<file path="config.mk">
export PLATFORM = sky130hd
export DESIGN_NAME = stream_arbiter_rr
export DESIGN_NICKNAME = d
export VERILOG_FILES = /design/src/rtl/stream_arbiter_rr.sv
export SDC_FILE = /design/constraint.sdc
export NUM_CORES = 1
export LEC_CHECK = 0
export CAP_MARGIN = 20
export CORE_UTILIZATION = 30
export CTS_CLUSTER_DIAMETER = 50
export DETAILED_ROUTE_END_ITERATION = 6
export GPL_TIMING_DRIVEN = 0
export HOLD_SLACK_MARGIN = 0.06
export PLACE_DENSITY_LB_ADDON = 0.15
export SLEW_MARGIN = 5
export SYNTH_ARGS = -nofsm -noshare
export SYNTH_HDL_FRONTEND = slang
export SYNTH_SLANG_ARGS = --single-unit
</file>
<file path="constraint.sdc">
create_clock -name clk -period 2 [get_ports clk]
set_clock_uncertainty 0.2 [all_clocks]
set_input_delay 0.2 -clock clk [delete_from_list [all_inputs] [get_ports clk]]
set_output_delay 0.2 -clock clk [all_outputs]
set_load 0.01 [all_outputs]
</file>
<file path="src/rtl/stream_arbiter_rr.sv">
// stream_arbiter_rr: round-robin packet arbiter, N valid/ready streams into one.
// A port keeps the grant from its first beat through its last beat, so packets
// are never interleaved. One IDLE cycle is spent arbitrating between packets.
// The output stage is a single register that accepts a new beat in the same
// cycle it hands one downstream, so a locked packet moves at 1 beat/cycle.
module stream_arbiter_rr #(
  parameter int NUM_INPUTS = 4,
  parameter int DATA_WIDTH = 32,
  parameter int ID_WIDTH   = 2
) (
  input  logic                             clk,
  input  logic                             reset,
  input  logic [NUM_INPUTS*DATA_WIDTH-1:0] in_data,
  input  logic [NUM_INPUTS-1:0]            in_last,
  input  logic [NUM_INPUTS-1:0]            in_valid,
  output logic [NUM_INPUTS-1:0]            in_ready,
  output logic [DATA_WIDTH-1:0]            out_data,
  output logic                             out_last,
  output logic [ID_WIDTH-1:0]              out_id,
  output logic                             out_valid,
  input  logic                             out_ready
);

  localparam logic [0:0] S_IDLE   = 1'b0;
  localparam logic [0:0] S_LOCKED = 1'b1;

  logic [0:0]            r_state;
  logic [ID_WIDTH-1:0]   r_ptr;        // last port that finished a packet
  logic [ID_WIDTH-1:0]   r_g;          // port holding the grant
  logic                  r_past_reset; // low for the first cycle out of reset
  logic                  r_out_valid;
  logic [DATA_WIDTH-1:0] r_out_data;
  logic                  r_out_last;
  logic [ID_WIDTH-1:0]   r_out_id;

  logic                  w_any;
  logic [ID_WIDTH-1:0]   w_win;
  logic [ID_WIDTH-1:0]   w_idx;
  logic                  w_grant_ok;
  logic                  w_accept;
  logic [DATA_WIDTH-1:0] w_sel_data;
  logic                  w_sel_last;

  // Round-robin winner: scan from ptr+1 with wrap; iterating from the far end
  // down lets the nearest valid port overwrite any farther candidate.
  always_comb begin
    w_any = 1'b0;
    w_win = '0;
    w_idx = '0;
    for (int k = NUM_INPUTS; k >= 1; k--) begin
      w_idx = ID_WIDTH'((int'(r_ptr) + k) % NUM_INPUTS);
      if (in_valid[w_idx]) begin
        w_any = 1'b1;
        w_win = w_idx;
      end
    end
  end

  // Payload mux for the granted port (constant slices only).
  always_comb begin
    w_sel_data = '0;
    w_sel_last = 1'b0;
    for (int i = 0; i < NUM_INPUTS; i++) begin
      if (r_g == ID_WIDTH'(i)) begin
        w_sel_data = in_data[i*DATA_WIDTH +: DATA_WIDTH];
        w_sel_last = in_last[i];
      end
    end
  end

  // The granted port may push when the out register is empty or draining now;
  // reset and the first post-reset cycle hold every ready low.
  assign w_grant_ok = (r_state == S_LOCKED) && r_past_reset && !reset &&
                      (!r_out_valid || out_ready);
  assign w_accept   = w_grant_ok && in_valid[r_g];

  // One-hot ready toward the lock owner only.
  always_comb begin
    in_ready = '0;
    if (w_grant_ok) in_ready[r_g] = 1'b1;
  end

  // Grant FSM, rotation pointer and output-valid tracking.
  always_ff @(posedge clk) begin
    if (reset) begin
      r_state      <= S_IDLE;
      r_ptr        <= ID_WIDTH'(NUM_INPUTS - 1);
      r_g          <= '0;
      r_past_reset <= 1'b0;
      r_out_valid  <= 1'b0;
    end else begin
      r_past_reset <= 1'b1;
      if (w_accept)                       r_out_valid <= 1'b1;
      else if (r_out_valid && out_ready)  r_out_valid <= 1'b0;
      case (r_state)
        S_IDLE: begin
          if (w_any) begin
            r_g     <= w_win;
            r_state <= S_LOCKED;
          end
        end
        default: begin
          if (w_accept && w_sel_last) begin
            r_state <= S_IDLE;
            r_ptr   <= r_g;
          end
        end
      endcase
    end
  end

  // Output payload register; contents only matter while out_valid is high.
  always_ff @(posedge clk) begin
    if (w_accept) begin
      r_out_data <= w_sel_data;
      r_out_last <= w_sel_last;
      r_out_id   <= r_g;
    end
  end

  // A beat still held when reset arrives is dropped at once, not presented.
  assign out_valid = r_out_valid && !reset;
  assign out_data  = r_out_data;
  assign out_last  = r_out_last;
  assign out_id    = r_out_id;

endmodule
</file>
==> out/results.tsv <==
stage	metric	value	unit
sta	Max-slew headroom	57.67	%
logic_synthesis	asr flop ratio synth	0	%
clock_network	Sink Count	42	
setup_path	crit-path max FO	10	
route	WL final	7160	um
clock_network	H-tree depth	2	
route	DRC violations left	0	
setup_path	required time of the critical path	1.99	ns
die	# rows	31	
run	max cap viols	0	
logic_synthesis	register area share after synthesis	53.01	%
sta	period utilisation layout	96.65	%
global_route	Global Route met1 Usage	20.35	%
global_route	Overflow after GRT	0	
logic_synthesis	Syn Nets	265	
cells_and_area	Area Overhead vs Synth	93.49	%
place	RD Place Congestion	0.8273	
route	initial drt markers	59	
cells_and_area	most frequent cells in the layout	clkdlybuf4s50_1 (173), edfxtp_1 (35), mux4_2 (34)	
cells_and_area	register area	0.001196	mm2
clock_network	clock-pin slew of the registers on the worst-case setup and hold paths	0.08	ns
min_path	Hold Path Depth	2	
route	vias per cell	4.792	
sta	RSZ-0062 raised after global routing	false	
cells_and_area	Post-Layout Inst Area	0.004348	mm2
global_route	GRT busiest layer	met2	
sta	Fin. Hold Viols	0	
cells_and_area	# fillers	604	
cells_and_area	Multi-input gate area	984.7	um2
place	input/output buffers	177	
die	CORE AREA	0.007253	mm2
die	Die Ht	88.55	um
clock_network	total CTS buffers	5	
sta	Worst Max-Slew Pin Slew	0.6349	ns
sta	final setup violating endpoints	0	
pwr	Max IR drop VDD	0.2650	mV
outcome	status	finished clean	
logic_synthesis	main flop type after synthesis	edfxtp_1	
route	drt first pass iters	4	
cells_and_area	Cell Count, Final, Fillers Out	413	
die	I/O Pins	179	
setup_path	Critical Path AT	1.93	ns
sta	Max Clk Rate	0.5173	GHz
cells_and_area	commonest non-fill, non-tap cell in the layout	clkdlybuf4s50_1	
sta	Hold Slack	0.1157	ns
sta	Max Slew Vio Count	0	
global_route	vias in the first global route	1980	
clock_network	TritonCTS clock tree	yes	
global_route	first-pass GRT wire length	10050	um
cells_and_area	fraction of layout cells with a size suffix above 1	18.15	%
global_route	met2 usage	32.59	%
global_route	M3 GR Usage	3.825	%
clock_network	CTS Root Cell	clkbuf_8	
logic_synthesis	number of flops mapped to enable cells by yosys	35	
global_route	initial antenna violation count	0	
die	Initial Utilization	30.98	%
setup_path	worst reg2reg path depth	5	
route	DRT antenna net count	0	
cells_and_area	nets	452	
die	Horiz. Die Dim	88.55	um
logic_synthesis	flops & latches, synth	42	
pwr	PD cells	493.6	mW/mm2
setup_path	startpoint types	primary input	
cells_and_area	# diodes	0	
min_path	worst hold path class	primary input to flop	
place	DP HPWL	5508	um
die	die area	0.007840	mm2
clock_network	clk buf depth	2	
logic_synthesis	Synth Instances	126	
place	Placed Area	0.004143	mm2
pwr	Power Total	0.002146	W
global_route	pin count of the biggest net entering global routing	21	
route	via count	1979	
setup_path	Setup CP Type	primary input to flop	
clock_network	Worst-Skew Late Latency	0.29	ns
sta	min cycle time layout	1.933	ns
pwr	Pleak	1.508	nW
setup_path	Crit. End Element	flop	
logic_synthesis	Mapped Area	0.002247	mm2
global_route	Total GRT Usage	17.74	%
place	dpl cells	402	
logic_synthesis	synth unique cells	29	
logic_synthesis	syn_area_per_cell	17.83	um2
logic_synthesis	synth warn	0	
route	WL per Instance	17.34	um
worst max-delay path: stages:
cell and delay (ns):
clkdlybuf4s50_1 0.50, mux4_2 0.51, and3_4 0.22, buf_12 0.14
a31oi_1 0.14, a21bo_1 0.21
final timing paths:
check              start     endpoint  slack (ns)
max          in_valid[3]     r_ptr[0]        0.07
min                reset  r_out_valid        0.12
max reg2reg       r_g[0]     r_ptr[0]        0.09
min reg2reg       r_g[1]    out_id[1]        0.31
per-stage QoR:
step / util (%) / TNS, ns / worst slack [ns]
floorplan: - / -0.09027 / -0.004513
detailed placement: 57.12 / -13.17 / -0.5515
CTS: 59.51 / 0 / 0.01145
finish: 59.94 / 0 / 0.06694
global placement: 57.12 / -12.39 / -0.5735
global route: 59.94 / 0 / 0.02669
logic make-up (layout without fill, tap and decap cells):
| family | Yosys count | count (layout) | synth area share (%) |
|---|---|---|---|
| compound gates | 15 | 15 | 4.844 |
| mux | 35 | 35 | 34.52 |
| simple gates | 17 | 17 | 3.953 |
| buf+inv | 17 | 205 | 3.674 |
| flops | 42 | 42 | 53.01 |
metal layers:
layer | vias to the layer above | part of all wire [%]
met5 | - | 0
met2 | 91 | 53
li1 | 908 | -
met4 | 0 | 1.5
met1 | 971 | 38
met3 | 9 | 7.8
cell type report:
| type | count | area share, % |
|---|---|---|
| clock inverter | 2 | 0.3165 |
| inverter | 5 | 0.4317 |
| tap | 99 | 2.849 |
| sequential | 42 | 27.51 |
| multi-input combinational | 67 | 22.65 |
| buffer | 11 | 2.216 |
| clock buffer | 6 | 1.669 |
| timing repair buffer | 181 | 42.36 |
power breakdown:
part,switching (W),internal (W),leakage (nW)
logic,0.000168,0.000433,1.09
clock network,0.000294,0.000247,0.0452
registers,0.0000120,0.000992,0.376
total,0.000474,0.00167,1.51
Yosys cell counts, drive strengths merged, types with 2 or more instances:
cell    count  area (um2)
edfxtp     35        1051
mux4       34       765.7
buf         8       48.79
dfxtp       7       140.1
inv         5       18.77
clkbuf      4       15.01
nand2       4       15.01
nor2        4       15.01
a21oi       3       15.01
a21bo       2       20.02
a31oi       2       12.51
and3        2       12.51
o21ai       2       10.01
state kept, by name (all words and copies together) (netlist names):
name          cells
out_data         32
out_id            2
r_g               2
r_ptr             2
out_last          1
r_out_valid       1
r_past_reset      1
r_state           1
repair_timing:
item	4_1_cts	5_1_grt
hold buffers	1	0
endpoints found under the hold margin	1	0
pin swaps	0	0
cloned	1	1
endpoints found under the setup margin	30	5
resized for setup	23	4
buffers inserted	0	1
(Power assumes the default switching activity.)
